## src/rtl/serial_add_ctrl_pkg.sv

```systemverilog
// serial_add_pkg
// Shared types and helpers for the serial add/subtract controller.
//   sadd_state_t : controller FSM states (IDLE, RUN, DONE)
//   nslice()     : number of adder slices needed for a WIDTH-bit operand
//   idx_bits()   : width of the slice index counter (never below 1 bit)
package serial_add_pkg;

  typedef enum logic [1:0] {
    IDLE = 2'd0,
    RUN  = 2'd1,
    DONE = 2'd2
  } sadd_state_t;

  localparam int DEFAULT_WIDTH = 32;
  localparam int DEFAULT_SLICE = 8;

  function automatic int nslice(input int width, input int slice);
    return width / slice;
  endfunction

  // A 1-bit counter is still needed when only two slices exist.
  function automatic int idx_bits(input int n);
    return (n <= 2) ? 1 : $clog2(n);
  endfunction

  localparam int DEFAULT_IDX_W = idx_bits(nslice(DEFAULT_WIDTH, DEFAULT_SLICE));

endpackage

```

## src/rtl/serial_add_ctrl_fa.sv

```systemverilog
// full_adder
// Combinational WIDTH-bit ripple adder used as the shared slice datapath.
//   a, b : addends
//   cin  : carry in
//   sum  : a + b + cin (low WIDTH bits)
//   cout : carry out of the top bit
module full_adder #(
  parameter int WIDTH = 8
) (
  input  logic [WIDTH-1:0] a,
  input  logic [WIDTH-1:0] b,
  input  logic             cin,
  output logic [WIDTH-1:0] sum,
  output logic             cout
);

  assign {cout, sum} = {1'b0, a} + {1'b0, b} + {{WIDTH{1'b0}}, cin};

endmodule

```

## src/rtl/serial_add_ctrl.sv

```systemverilog
// serial_add_ctrl
// Multi-cycle WIDTH-bit add/subtract built from one SLICE-bit full_adder,
// processing one slice per cycle, least-significant slice first.
//   clk, reset_n         : clock and asynchronous active-low reset
//   in_valid / in_ready  : operation request handshake (ready only in IDLE)
//   op_a, op_b, sub, cin_i : operands; sub=1 computes A-B and ignores cin_i
//   out_valid / out_ready: result handshake
//   result, cout, overflow : sum/difference, MSB carry-out, signed overflow
module serial_add_ctrl
  import serial_add_pkg::*;
#(
  parameter int WIDTH = 32,
  parameter int SLICE = 8
) (
  input  logic             clk,
  input  logic             reset_n,
  input  logic             in_valid,
  output logic             in_ready,
  input  logic [WIDTH-1:0] op_a,
  input  logic [WIDTH-1:0] op_b,
  input  logic             sub,
  input  logic             cin_i,
  output logic             out_valid,
  input  logic             out_ready,
  output logic [WIDTH-1:0] result,
  output logic             cout,
  output logic             overflow
);

  localparam int NSLICE = nslice(WIDTH, SLICE);
  localparam int IDX_W  = idx_bits(NSLICE);
  localparam logic [IDX_W-1:0] LAST_IDX = IDX_W'(NSLICE - 1);

  if (((WIDTH % SLICE) != 0) || (NSLICE < 2)) begin : g_bad_params
    $error("serial_add_ctrl: WIDTH must be a multiple of SLICE with at least two slices");
  end

  sadd_state_t      state_q, state_d;
  logic [WIDTH-1:0] a_q, a_d;
  logic [WIDTH-1:0] b_q, b_d;
  logic             carry_q, carry_d;
  logic [IDX_W-1:0] idx_q, idx_d;
  logic [WIDTH-1:0] result_q, result_d;
  logic             cout_q, cout_d;
  logic             ovf_q, ovf_d;
  logic             out_valid_q, out_valid_d;

  logic [SLICE-1:0] fa_a, fa_b, fa_sum;
  logic             fa_cout;

  // b_q already holds the inverted operand for subtraction.
  assign fa_a = a_q[idx_q*SLICE +: SLICE];
  assign fa_b = b_q[idx_q*SLICE +: SLICE];

  full_adder #(.WIDTH(SLICE)) u_slice_adder (
    .a    (fa_a),
    .b    (fa_b),
    .cin  (carry_q),
    .sum  (fa_sum),
    .cout (fa_cout)
  );

  // Next-state logic: accept in IDLE, one slice per cycle in RUN, hold in DONE.
  always_comb begin
    state_d     = state_q;
    a_d         = a_q;
    b_d         = b_q;
    carry_d     = carry_q;
    idx_d       = idx_q;
    result_d    = result_q;
    cout_d      = cout_q;
    ovf_d       = ovf_q;
    out_valid_d = out_valid_q;
    unique case (state_q)
      IDLE: begin
        if (in_valid) begin
          a_d     = op_a;
          b_d     = sub ? ~op_b : op_b;
          carry_d = sub | cin_i;
          idx_d   = '0;
          state_d = RUN;
        end
      end
      RUN: begin
        result_d[idx_q*SLICE +: SLICE] = fa_sum;
        carry_d = fa_cout;
        idx_d   = idx_q + 1'b1;
        if (idx_q == LAST_IDX) begin
          cout_d      = fa_cout;
          // Same-sign operands producing an opposite-sign sum.
          ovf_d       = (a_q[WIDTH-1] == b_q[WIDTH-1]) && (fa_sum[SLICE-1] != a_q[WIDTH-1]);
          out_valid_d = 1'b1;
          state_d     = DONE;
        end
      end
      DONE: begin
        if (out_ready) begin
          out_valid_d = 1'b0;
          state_d     = IDLE;
        end
      end
      default: begin
        out_valid_d = 1'b0;
        state_d     = IDLE;
      end
    endcase
  end

  always_ff @(posedge clk or negedge reset_n) begin
    if (!reset_n) begin
      state_q     <= IDLE;
      a_q         <= '0;
      b_q         <= '0;
      carry_q     <= 1'b0;
      idx_q       <= '0;
      result_q    <= '0;
      cout_q      <= 1'b0;
      ovf_q       <= 1'b0;
      out_valid_q <= 1'b0;
    end else begin
      state_q     <= state_d;
      a_q         <= a_d;
      b_q         <= b_d;
      carry_q     <= carry_d;
      idx_q       <= idx_d;
      result_q    <= result_d;
      cout_q      <= cout_d;
      ovf_q       <= ovf_d;
      out_valid_q <= out_valid_d;
    end
  end

  assign in_ready  = (state_q == IDLE);
  assign out_valid = out_valid_q;
  assign result    = result_q;
  assign cout      = cout_q;
  assign overflow  = ovf_q;

endmodule

```

## config.mk

```make
export PLATFORM = sky130hd
export DESIGN_NAME = serial_add_ctrl
export DESIGN_NICKNAME = d
export VERILOG_FILES = /design/src/rtl/serial_add_ctrl_pkg.sv /design/src/rtl/serial_add_ctrl_fa.sv /design/src/rtl/serial_add_ctrl.sv
export SDC_FILE = /design/constraint.sdc
export NUM_CORES = 1
export LEC_CHECK = 0
export BUFFER_PORTS_ARGS = -buffer_cell sky130_fd_sc_hd__buf_2
export CAP_MARGIN = 20
export CORE_ASPECT_RATIO = 0.5
export CORE_MARGIN = 1.5
export CORE_UTILIZATION = 55
export CTS_CLUSTER_DIAMETER = 80
export DETAILED_ROUTE_END_ITERATION = 12
export GPL_TIMING_DRIVEN = 1
export HOLD_SLACK_MARGIN = 0.12
export PLACE_DENSITY = 0.76
export SYNTH_ARGS = -nofsm -noshare
export SYNTH_HDL_FRONTEND = slang
export SYNTH_SLANG_ARGS = --single-unit
```

## constraint.sdc

```tcl
create_clock -name clk -period 4.3 [get_ports clk]
set_input_delay 0.645 -clock clk [delete_from_list [all_inputs] [get_ports clk]]
set_output_delay 0.645 -clock clk [all_outputs]
set_load 0.02 [all_outputs]
```

Word-level counts from Yosys, hierarchy flattened
Cells that the tools add are included.
{"block": "word_totals", "input_bits": 70, "reg_bits": 104, "output_inout_bits": 36, "word_cells": 49}
{"block": "classes", "eq_ne": 8, "n_mux": 13, "n_shift": 4, "bitwise_logic": 3, "reduce_logical": 8, "addsub": 4}
{"cell": "$shiftx A32 B6 Y8", "n": 2}
{"cell": "$neg A5 Y34", "n": 1}
{"cell": "$shift A8 B34 Y32 const A", "n": 1}
{"cell": "$shiftx A8 B34 Y32", "n": 1}
{"cell": "$bwmux W32", "n": 1}
{"cell": "$mux W32", "n": 1}
{"cell": "$not A32 Y32", "n": 1}
{"cell": "$add A8 B8 Y9", "n": 1}
{"cell": "$add A9 B1 Y9", "n": 1}
{"cell": "$mux W2", "n": 4}
{"cell": "$ne A2 B2 Y1 const B", "n": 3}
{"cell": "$pmux W2 S3", "n": 1}
{"cell": "$reduce_and A2 Y1", "n": 3}
{"cell": "$reduce_and A3 Y1", "n": 2}
{"cell": "$eq A2 B2 Y1 const B", "n": 2}
{"cell": "$pmux W2 S2", "n": 1}
{"cell": "$mux W1", "n": 3}
{"cell": "$pmux W1 S3", "n": 1}
{"cell": "$add A2 B1 Y2 const B", "n": 1}
{"cell": "$eq A2 B1 Y1 const B", "n": 1}
{"cell": "$logic_not A2 Y1", "n": 1}
{"cell": "$pmux W1 S2", "n": 1}
{"cell": "$reduce_bool A2 Y1", "n": 1}
{"cell": "$eq A1 B1 Y1", "n": 1}
{"cell": "4 further kinds", "n": 4}

Depth between registers and ports, before layout
Gate-level depths: netlist (run 1).
{"block": "logic_depth", "ltp_word": 5, "mapped_depth": 9, "ltp_nobuf": 8}

Cells and area by module
From an unflattened synthesis (run 1), not the netlist that was laid out.
{"block": "unflattened", "cells_unflattened": 485, "area_unflattened_um2": 5051.1}
{"module": "serial_add_ctrl", "area_each_um2": 4719.5, "seq_area_each_um2": 2602.5, "n_inst": 1, "cells_each": 443}
{"module": "full_adder", "area_each_um2": 331.6, "seq_area_each_um2": 0.0, "n_inst": 1, "cells_each": 42}

Least setup slack after synthesis (run 1)
OpenSTA, ideal clock, no wires.
{"block": "synth_timing", "path_kind": "reg-to-reg", "start": "register idx_q[0]", "end": "register result_q[14] (netlist: result[14])", "setup_slack_ns": 1.159, "path_stages_with_launch": 10, "synth_period_minus_slack_ns": 3.141, "path_buffers": 1, "t_arrival_ns": 3.074, "setup_time_ns": 0.067, "required_time_ns": 4.233, "cell_sequence": "dfrtp_1 -> buf_2 -> mux4_2 -> fa_1 -> fa_1 -> a21oi_1 -> a2bb2oi_1 -> a21oi_1 -> a211oi_1 -> a22o_1"}
{"block": "synth_between", "elab_chain_cells": 5, "word_cells_on_any_way": 8, "cone_classes": "3 x add/sub; 4 x shift; 1 x mux"}
{"element": "from (decl)", "line": "serial_add_ctrl.sv:42", "text": "logic [IDX_W-1:0] idx_q, idx_d;"}
{"element": "from (signal assigned)", "line": "serial_add_ctrl.sv:125", "text": "idx_q <= idx_d;"}
{"element": "$shiftx A32 B6 Y8, on equally long branches", "line": "serial_add_ctrl.sv:52, serial_add_ctrl.sv:53"}
{"element": "$add A8 B8 Y9", "line": "serial_add_ctrl_fa.sv:17", "text": "assign {cout, sum} = {1'b0, a} + {1'b0, b} + {{WIDTH{1'b0}}, cin};"}
{"element": "$add A9 B1 Y9", "line": "serial_add_ctrl_fa.sv:17"}
{"element": "$shiftx A8 B34 Y32", "line": "serial_add_ctrl.sv:85", "text": "result_d[idx_q*SLICE +: SLICE] = fa_sum;"}
{"element": "$bwmux W32 *", "line": "serial_add_ctrl.sv:85"}
{"element": "to (signal assigned)", "line": "serial_add_ctrl.sv:126", "text": "result_q <= result_d;"}
{"element": "to (decl)", "line": "serial_add_ctrl.sv:43", "text": "logic [WIDTH-1:0] result_q, result_d;"}
Mark *: on every way between the ends. The rest lies on a longest branch, timed or not.
A chain may end at the register's enable or synchronous reset.

Worst setup path after layout (run 1)
{"block": "layout_timing", "start": "register idx_q[0]", "end": "register result_q[22] (netlist: result[22])"}
The elaborated chain is that of the path after synthesis.

==> impl_metrics.tcl, run 1 <==
set metrics [dict create \
    rows 24 \
    finalNonFillerCells 622 \
    dieHeight_um 70.47 \
    synth-seq-cells 104 \
    synth.distinct_cells 45 \
    core_um2 8768 \
    track_usage_pct 22.96 \
    hp-class "in2async" \
    power_mw 5.447 \
    fin_skew_ns 0.005766 \
    drt-initial-drc-count 169 \
    arrival_ns 3.69 \
    vias 3395 \
    final_nets 585 \
    fin_crit_ns 3.409 \
    clk_path_buf_depth 2 \
    worstPathRequired_ns 4.58 \
    synth-seq-area-share_pct 51.97 \
    synth_area_leaders "dfrtp_1, mux2_2, mux4_2" \
    first_pass_iters 4 \
    synth_top_area_share_pct 51.97 \
    clock_latency_ns 0.34 \
    dieArea_um2 9721 \
    powerDensity_nw_per_um2 925.8 \
    drive_gt1_share_pct 37.43 \
    hold_viol 0 \
    tns_ns 0 \
    numCtsBuffers 9 \
    root_buffer "clkbuf_16" \
    critPathSlowestCell "dfrtp_1" \
    syn_to_final_growth_pct 17.49 \
    timing.final.crit_share_pct 79.28 \
    worst_setup_path_end_kind "register" \
    drt-total-wl_um 10240 \
    cts.htree.levels 3 \
    cpPeakStageDelay_ns 0.63 \
    antenna_found_initial 0 \
    viasPerCell 5.458 \
    grt_pass1_wl_um 16910 \
    hpwl_um 7458 \
    clock_sinks 104 \
    max-slew-margin-rel_pct 32.34 \
    drv_cap 0 \
    synth_area_um2 5007 \
    critical_path.cell_chain "mux4_2, fa_1, fa_1, a21oi_1, a2bb2oi_1, a21oi_1, a211oi_1, a22o_1" \
    startpoint_type "register" \
    finish.utilization_pct 67.09 \
    yosys.area.top_type "dfrtp_1" \
    port_buffers 105 \
    synth_ff_type "dfrtp_1" \
    run_status "completed" \
    syn_area_per_cell_um2 12.52 \
    reg2regPathDepth 8 \
    ff2ff_setup_slack_ns 0.89 \
    placed_cell_area_um2 5589 \
    overflow 0 \
    clock.fmax_mhz 293.3 \
    place.gp.congestion 0.8052 \
    crit_family "compound AO/OA/AOI/OAI gates" \
    n_antenna_cell 0 \
    rsz0062_at_grt "no" \
    r2r_end "result[22]" \
    crit_fanout 11 \
    synth_fp_nets 485 \
    start_util_pct 57.11 \
    worstMarginPinSlew_ns 1.015 \
    clk_pin_slew_ns 0.07 \
    cts_tree "done" \
    ys_async_sr_fraction_pct 100.0 \
    critical_path_buf_inv_count 0 \
    detail_route.drc_violations 0 \
    setup_viol 0 \
    die_w_um 137.9 \
    finalMaxSlewViolations 0 \
    synth.most_common_cell "dfrtp_1" \
    timing.rr.start "idx_q[0]" \
    place_inst 605 \
    wire_per_inst_um 16.45 \
    cts.hold.buffers_added 0 \
    path_class "reg2reg" \
    ant_nets 0 \
    final_cell_area_um2 5883 \
    vdd_drop_max_v 0.0005926 \
    grt_pass1_vias 3324 \
    grt_max_degree 97 \
    syn_inst 400 \
    boundaryPins 106 \
    postCtsSetupBuffers 0 \
    p_leak_nw 2.699 \
    cts_repair_resize_count 0 \
    ys_warn_count 0 \
    synth.top_cells.by_count "dfrtp_1, nor2_1, a21oi_1" \
    synth_edf_count 0 \
]
registers in the layout, indices dropped and copies added, names as in the netlist:
signal	count
result	32
carry_q	1
b_q	32
out_valid	1
a_q	32
idx_q	2
state_q	2
overflow	1
cout	1
where the power goes:
part | total (mW) | leakage [nW] | internal, mW | switching (mW)
clock network | 0.741 | 0.126 | 0.392 | 0.349
logic | 3.01 | 1.31 | 1.28 | 1.73
registers | 1.70 | 1.26 | 1.41 | 0.287
total | 5.45 | 2.70 | 3.08 | 2.36
layer usage:
| metal | vias to the layer above | GRT usage [%] | wire length (um) |
|---|---|---|---|
| li1 | 1639 | - | - |
| met1 | 1663 | 35.63 | 5091 |
| met2 | 88 | 33.22 | 4542 |
| met3 | 5 | 5.737 | 569 |
| met4 | 0 | 3.472 | 31 |
| met5 | - | 0 | 0 |
logic make-up after synthesis:
logic type | count (synthesis) | share of synthesized area, %
AO/OA/AOI/OAI | 93 | 12.39
adder cells (fa/ha/maj) | 15 | 4.048
multiplexers | 50 | 14.82
AND/OR/NAND/NOR | 73 | 7.372
XOR/XNOR | 36 | 6.297
buffers and inverters | 29 | 3.098
flip-flops | 104 | 51.97
through the flow:
stage	setup WS, ns	hold slack (ns)
3_3_place_gp	1.019	0.4644
3_5_place_dp	0.9112	0.4654
4_1_cts	0.8893	0.4745
2_1_floorplan	1.159	0.3494
5_1_grt	0.5949	0.1468
6_report	0.8909	0.1410
worst max-delay path by stage:
stage / cells past startpoint / start / endpoint / slack (ns)
floorplan: 9 / idx_q[0] / result[14] / 1.16
global placement: 8 / idx_q[0] / result[14] / 1.02
detailed placement: 8 / idx_q[0] / result[22] / 0.91
CTS: 8 / idx_q[0] / result[22] / 0.89
global route: 8 / idx_q[0] / result[22] / 0.59
finish: 8 / idx_q[0] / result[22] / 0.89
cell usage in the layout (no fill, tap or decap), types with 3 or more instances in the layout:
cell type and count:
nor3_1 3, nor2_1 41, a21oi_1 40, mux2_2 33, buf_2 104, buf_4 5, mux4_2 16, clkbuf_16 9
dfrtp_1 104, a22o_1 25, xnor2_1 36, ha_1 13, inv_1 8, a211o_1 4, o21ai_0 10, nand2_1 13
final cells by class:
class	instances	area, um2
multi-input combinational	267	2252
fill	707	2885
tap	117	146.4
inverter	8	30.03
timing repair buffer	110	585.6
sequential	104	2603
clock buffer	11	232.7
clock inverter	5	33.78
(Power assumes the default switching activity.)
==> inputs of run 2 (changes only) <==
CORE_UTILIZATION = 49   (was 55)
PLACE_DENSITY = 0.72   (was 0.76)
clock period = 2.8 ns   (was 4.3 ns; I/O delays follow)
==> run 2 against run 1 <==
Effect of this change: sequential cell count unchanged; final area increased by 2.8%; via count increased by 1.6%; register-to-register slack got worse by 0.89 ns; non-clock buffer count increased by 11; sequential power increased by 52%; sequential share of layout area decreased by 1.2 points; critical path depth increased by 1; first-iteration DRC count decreased by 14%; core utilization decreased by 4.7 points; highest routed layer unchanged; the flow now finishes with violations (setup timing); largest power group unchanged.
==> impl_metrics.tcl, run 2 (synthesized netlist as in run 1, its figures left out) <==
set metrics [dict create \
    n_antenna_cell 0 \
    hpwl_um 7668 \
    core_um2 9697 \
    clock_latency_ns 0.35 \
    numCtsBuffers 9 \
    detail_route.drc_violations 0 \
    rsz0062_at_grt "yes" \
    hold-worst-slack_ns 0.2655 \
    drt-initial-drc-count 145 \
    final_nets 596 \
    arrival_ns 3.04 \
    violations "setup timing" \
    cts.htree.levels 3 \
    rows 25 \
    viasPerCell 5.305 \
    grt_pass1_wl_um 17440 \
    max-slew-margin-rel_pct 50.82 \
    ant_nets 0 \
    port_buffers 105 \
    final_common_cell "buf_2" \
    vdd_drop_max_v 0.0009141 \
    hold_viol 0 \
    final_cell_mix "buf_2, dfrtp_1, nor2_1" \
    preCtsSetupSlack_ns -0.01754 \
    p_leak_nw 2.763 \
    clk_pin_slew_ns 0.07 \
    power_mw 9.466 \
    setup_viol 2 \
    pwr-share-comb_pct 59.5 \
    fin_crit_ns 2.803 \
    place.gp.congestion 0.8582 \
    grt_max_degree 84 \
    ff2ff_setup_slack_ns -0.003 \
    dieHeight_um 74.48 \
    clockPowerShare_pct 13.2 \
    worstMarginPinSlew_ns 0.7376 \
    hp-class "in2reg" \
    die_w_um 146.0 \
    track_usage_pct 21.27 \
    root_buffer "clkbuf_16" \
    syn_to_final_growth_pct 20.74 \
    grt_pass1_vias 3413 \
    finalMaxSlewViolations 0 \
    switching_share_pct 42.44 \
    antenna_found_initial 0 \
    dieArea_um2 10870 \
    drt-total-wl_um 10440 \
    final_cell_area_um2 6046 \
    clock_sinks 104 \
    first_pass_iters 4 \
    p_int_mw 5.449 \
    p_switching_mw 4.017 \
    boundaryPins 106 \
    worst_setup_path_end_kind "register" \
    clk_path_buf_depth 2 \
    timing.final.crit_share_pct 100.1 \
    cts_tree "done" \
    p_seq_share_pct 27.3 \
    path_class "reg2reg" \
    start_util_pct 51.64 \
    powerDensity_nw_per_um2 1566 \
    crit_fanout 4 \
    overflow 0 \
    finalWorstSetupSlack_ns -0.003227 \
    fin_skew_ns 0.008279 \
    startpoint_type "register" \
    worstPathRequired_ns 3.03 \
    wire_per_inst_um 16.06 \
    vias 3448 \
    clock.fmax_mhz 356.7 \
    run_status "finished, violations left" \
    drive_gt1_share_pct 40.00 \
    drv_cap 0 \
    placed_cell_area_um2 5712 \
]
[run 2: cell types whose count changed in the layout (fill, tap and decap cells not counted), moves of 2 or more]
| cell | delta |
|---|---|
| a21oi_2 | +2 |
| buf_4 | +9 |
| a21oi_1 | -2 |
| fa_1 | -2 |
| fa_2 | +2 |
| clkinv_2 | -2 |
[run 2: worst max-delay path, cell delays in order (launching register included)]
cell and delay (ns):
dfrtp_2 0.42, mux4_2 0.53, fa_2 0.42, fa_2 0.39, a21oi_2 0.19, a2bb2oi_2 0.19
buf_4 0.14, a211oi_2 0.05, buf_4 0.17, a22o_1 0.19
[run 2: final timing paths]
check                                start          to  cells past startpoint
worst min-delay path             out_ready  state_q[1]                      2
min in group asynchronous          reset_n      a_q[5]                      2
worst max register to register    idx_q[0]   result[6]                      9
worst max-delay path              idx_q[0]   result[6]                      9
max in group asynchronous          reset_n  result[13]                      3
worst min register to register  result[15]  result[15]                      2
[run 2: timing repair]
item | CTS | global route
hold endpoints to repair | 21 | 0
endpoints found under the setup margin | 5 | 19
resized for setup | 0 | 5
hold buffers | 1 | 0
pin swaps | 2 | 7
buffers inserted | 1 | 1
[run 2: routing by layer]
layer	GRT usage, %	share of wire [%]	up-vias
met4	5.782	0.87	0
met3	4.969	4.7	7
met2	34.34	46	95
li1	-	-	1668
met5	0	0	-
met1	29.54	48	1678
[run 2: final cells by class]
cell class | count | area [um2]
clock inverter | 4 | 53.80
clock buffer | 11 | 242.7
inverter | 8 | 30.03
timing repair buffer | 121 | 670.6
tap | 135 | 168.9
multi-input combinational | 267 | 2276
fill | 801 | 3651
sequential | 104 | 2604
[run 2: power groups by stage]
stage	Clock [mW]	Sequential, mW	Combinational [mW]
3_5_place_dp	0	2.61	5.48
3_3_place_gp	0	2.59	5.36
5_1_grt	1.34	2.68	6.09
2_1_floorplan	0	2.65	3.52
6_report	1.25	2.58	5.63
4_1_cts	1.28	2.58	5.54
[run 2: through the flow]
| stage | setup TNS (ns) | cells | utilization (%) |
|---|---|---|---|
| finish | -0.004824 | 650 | 62.35 |
| global route | -0.3965 | 650 | 62.35 |
| CTS | -0.02761 | 649 | 62.14 |
| detailed placement | -0.02488 | 632 | 58.90 |
| global placement | 0 | 632 | 58.90 |
| floorplan | 0 | 400 | - |
==> inputs of run 3 (changes only) <==
clock period = 2.4 ns   (was 2.8 ns; I/O delays follow)
==> run 3 against run 2 <==
Effect of this change: the run still ends with setup timing left; wire length grew 6.0%; critical path depth is the same; final cell count grew 4.6%; non-clock buffer count grew 29; final area grew 6.9%; sequential share of layout area shrank 2.8 points; register-to-register slack lost 0.35 ns; largest cell class unchanged.
==> impl_metrics.tcl, run 3 (synthesized netlist as in run 1, its figures left out) <==
set metrics [dict create \
    run_status "finished, violations left" \
    violations "setup timing" \
    cts_tree "done" \
    path_class "reg2reg" \
    port_buffers 105 \
    final_common_cell "buf_2" \
    cpPeakStageDelay_ns 0.53 \
    cts.htree.levels 3 \
    clk_path_buf_depth 2 \
    grt_pass1_wl_um 18620 \
    timing.final.crit_share_pct 114.7 \
    antenna_found_initial 0 \
    final_cell_mix "buf_2, dfrtp_1, nor2_1" \
    worstPathRequired_ns 2.63 \
    place.gp.congestion 0.8395 \
    dieHeight_um 74.48 \
    clock_sinks 104 \
    overflow 0 \
    start_util_pct 51.64 \
    clock.fmax_mhz 363.4 \
    numCtsBuffers 9 \
    drive_gt1_share_pct 46.97 \
    startpoint_type "register" \
    crit_family "compound AO/OA/AOI/OAI gates" \
    track_usage_pct 22.35 \
    critPathSlowestCell "mux4_2" \
    drt-total-wl_um 11070 \
    clock_latency_ns 0.35 \
    worstHoldStart "out_ready" \
    finalMaxSlewViolations 0 \
    max-slew-margin-rel_pct 57.42 \
    critical_path.cell_chain "mux4_2, fa_2, buf_4, buf_6, a211o_1, a21oi_2, o211ai_2, nor3b_2, a211o_1" \
    n_antenna_cell 0 \
    syn_to_final_growth_pct 29.04 \
    timing.rr.start "idx_q[0]" \
    clk_pin_slew_ns 0.08 \
    crit_fanout 4 \
    wire_per_inst_um 16.27 \
    fillers 742 \
    detail_route.drc_violations 0 \
    boundaryPins 106 \
    tns_ns -4.732 \
    die_w_um 146.0 \
    critical_path_buf_inv_count 2 \
    vias 3589 \
    hp-class "in2reg" \
    fin_skew_ns 0.007901 \
    arrival_ns 2.98 \
    grt_pass1_vias 3636 \
    ant_nets 0 \
    grt_max_degree 55 \
    dieArea_um2 10870 \
    worst_setup_path_end_kind "register" \
    cp_common_cell "a211o_1" \
    setup_viol 23 \
    hold_viol 0 \
    finalWorstSetupSlack_ns -0.3518 \
    first_pass_iters 4 \
    worstMarginPinSlew_ns 0.6386 \
    rows 25 \
    drt-initial-drc-count 198 \
    final_nets 625 \
    hpwl_um 7984 \
    core_um2 9697 \
    cp-startpoint "idx_q[0]" \
    rsz0062_at_grt "yes" \
    fin_crit_ns 2.752 \
    root_buffer "clkbuf_16" \
    viasPerCell 5.278 \
    drv_cap 0 \
]
[run 3: cell count changes in the layout (fill, tap and decap cells not counted), moves of 4 or more]
| cell | delta |
|---|---|
| ha_1 | -6 |
| buf_4 | +23 |
| ha_4 | +5 |
| o21ai_0 | -7 |
| clkinv_4 | +4 |
[run 3: per-stage QoR]
stage          utilization (%)  hold slack [ns]  setup slack, ns  cells  instance area (um2)
6_report                 66.63           0.2111          -0.3518    680                 6461
2_1_floorplan                -          0.06441          -0.3794    400                 5056
4_1_cts                  65.81           0.2058          -0.3012    676                 6381
3_3_place_gp             60.89           0.4234          -0.3235    653                 5904
5_1_grt                  66.63           0.2107          -0.4187    680                 6461
3_5_place_dp             60.89           0.4326          -0.4126    653                 5904
[run 3: routing by layer]
layer  vias up  track usage (%)  wire length [um]
met5         -                0                 0
met4         0            5.102                84
met3         9            4.724               427
met2        78            36.14              5094
met1      1789            31.69              5460
li1       1713                -                 -
[run 3: layout make-up]
cell class | count | area (um2) | share of cell area (%)
clock buffers | 9 | 225.2 | 3.486
clock inverters | 7 | 65.06 | 1.007
inverters | 8 | 30.03 | 0.4648
multi-input cells | 267 | 2436 | 37.70
flip-flops and latches | 104 | 2604 | 40.30
well taps | 135 | 168.9 | 2.614
repair buffers | 150 | 932.1 | 14.43
[run 3: what timing repair did]
item | in CTS | in global routing
hold buffers | 1 | 0
endpoints found under the setup margin | 27 | 28
hold endpoints to repair | 50 | 0
pin swaps | 5 | 17
setup buffers | 6 | 7
gates resized for setup | 22 | 19
[run 3: path summary, 6_finish.rpt]
kind,to,slack [ns],cells past startpoint
min in group asynchronous,a_q[22],0.58,2
min,state_q[1],0.21,2
min reg2reg,result[2],0.49,2
max in group asynchronous,idx_q[0],1.11,3
max reg2reg,overflow,-0.35,9
max,overflow,-0.35,9
Power of run 3 is not shown: default switching activity piles up to over one toggle a cycle in this logic, so the estimate is an artifact.
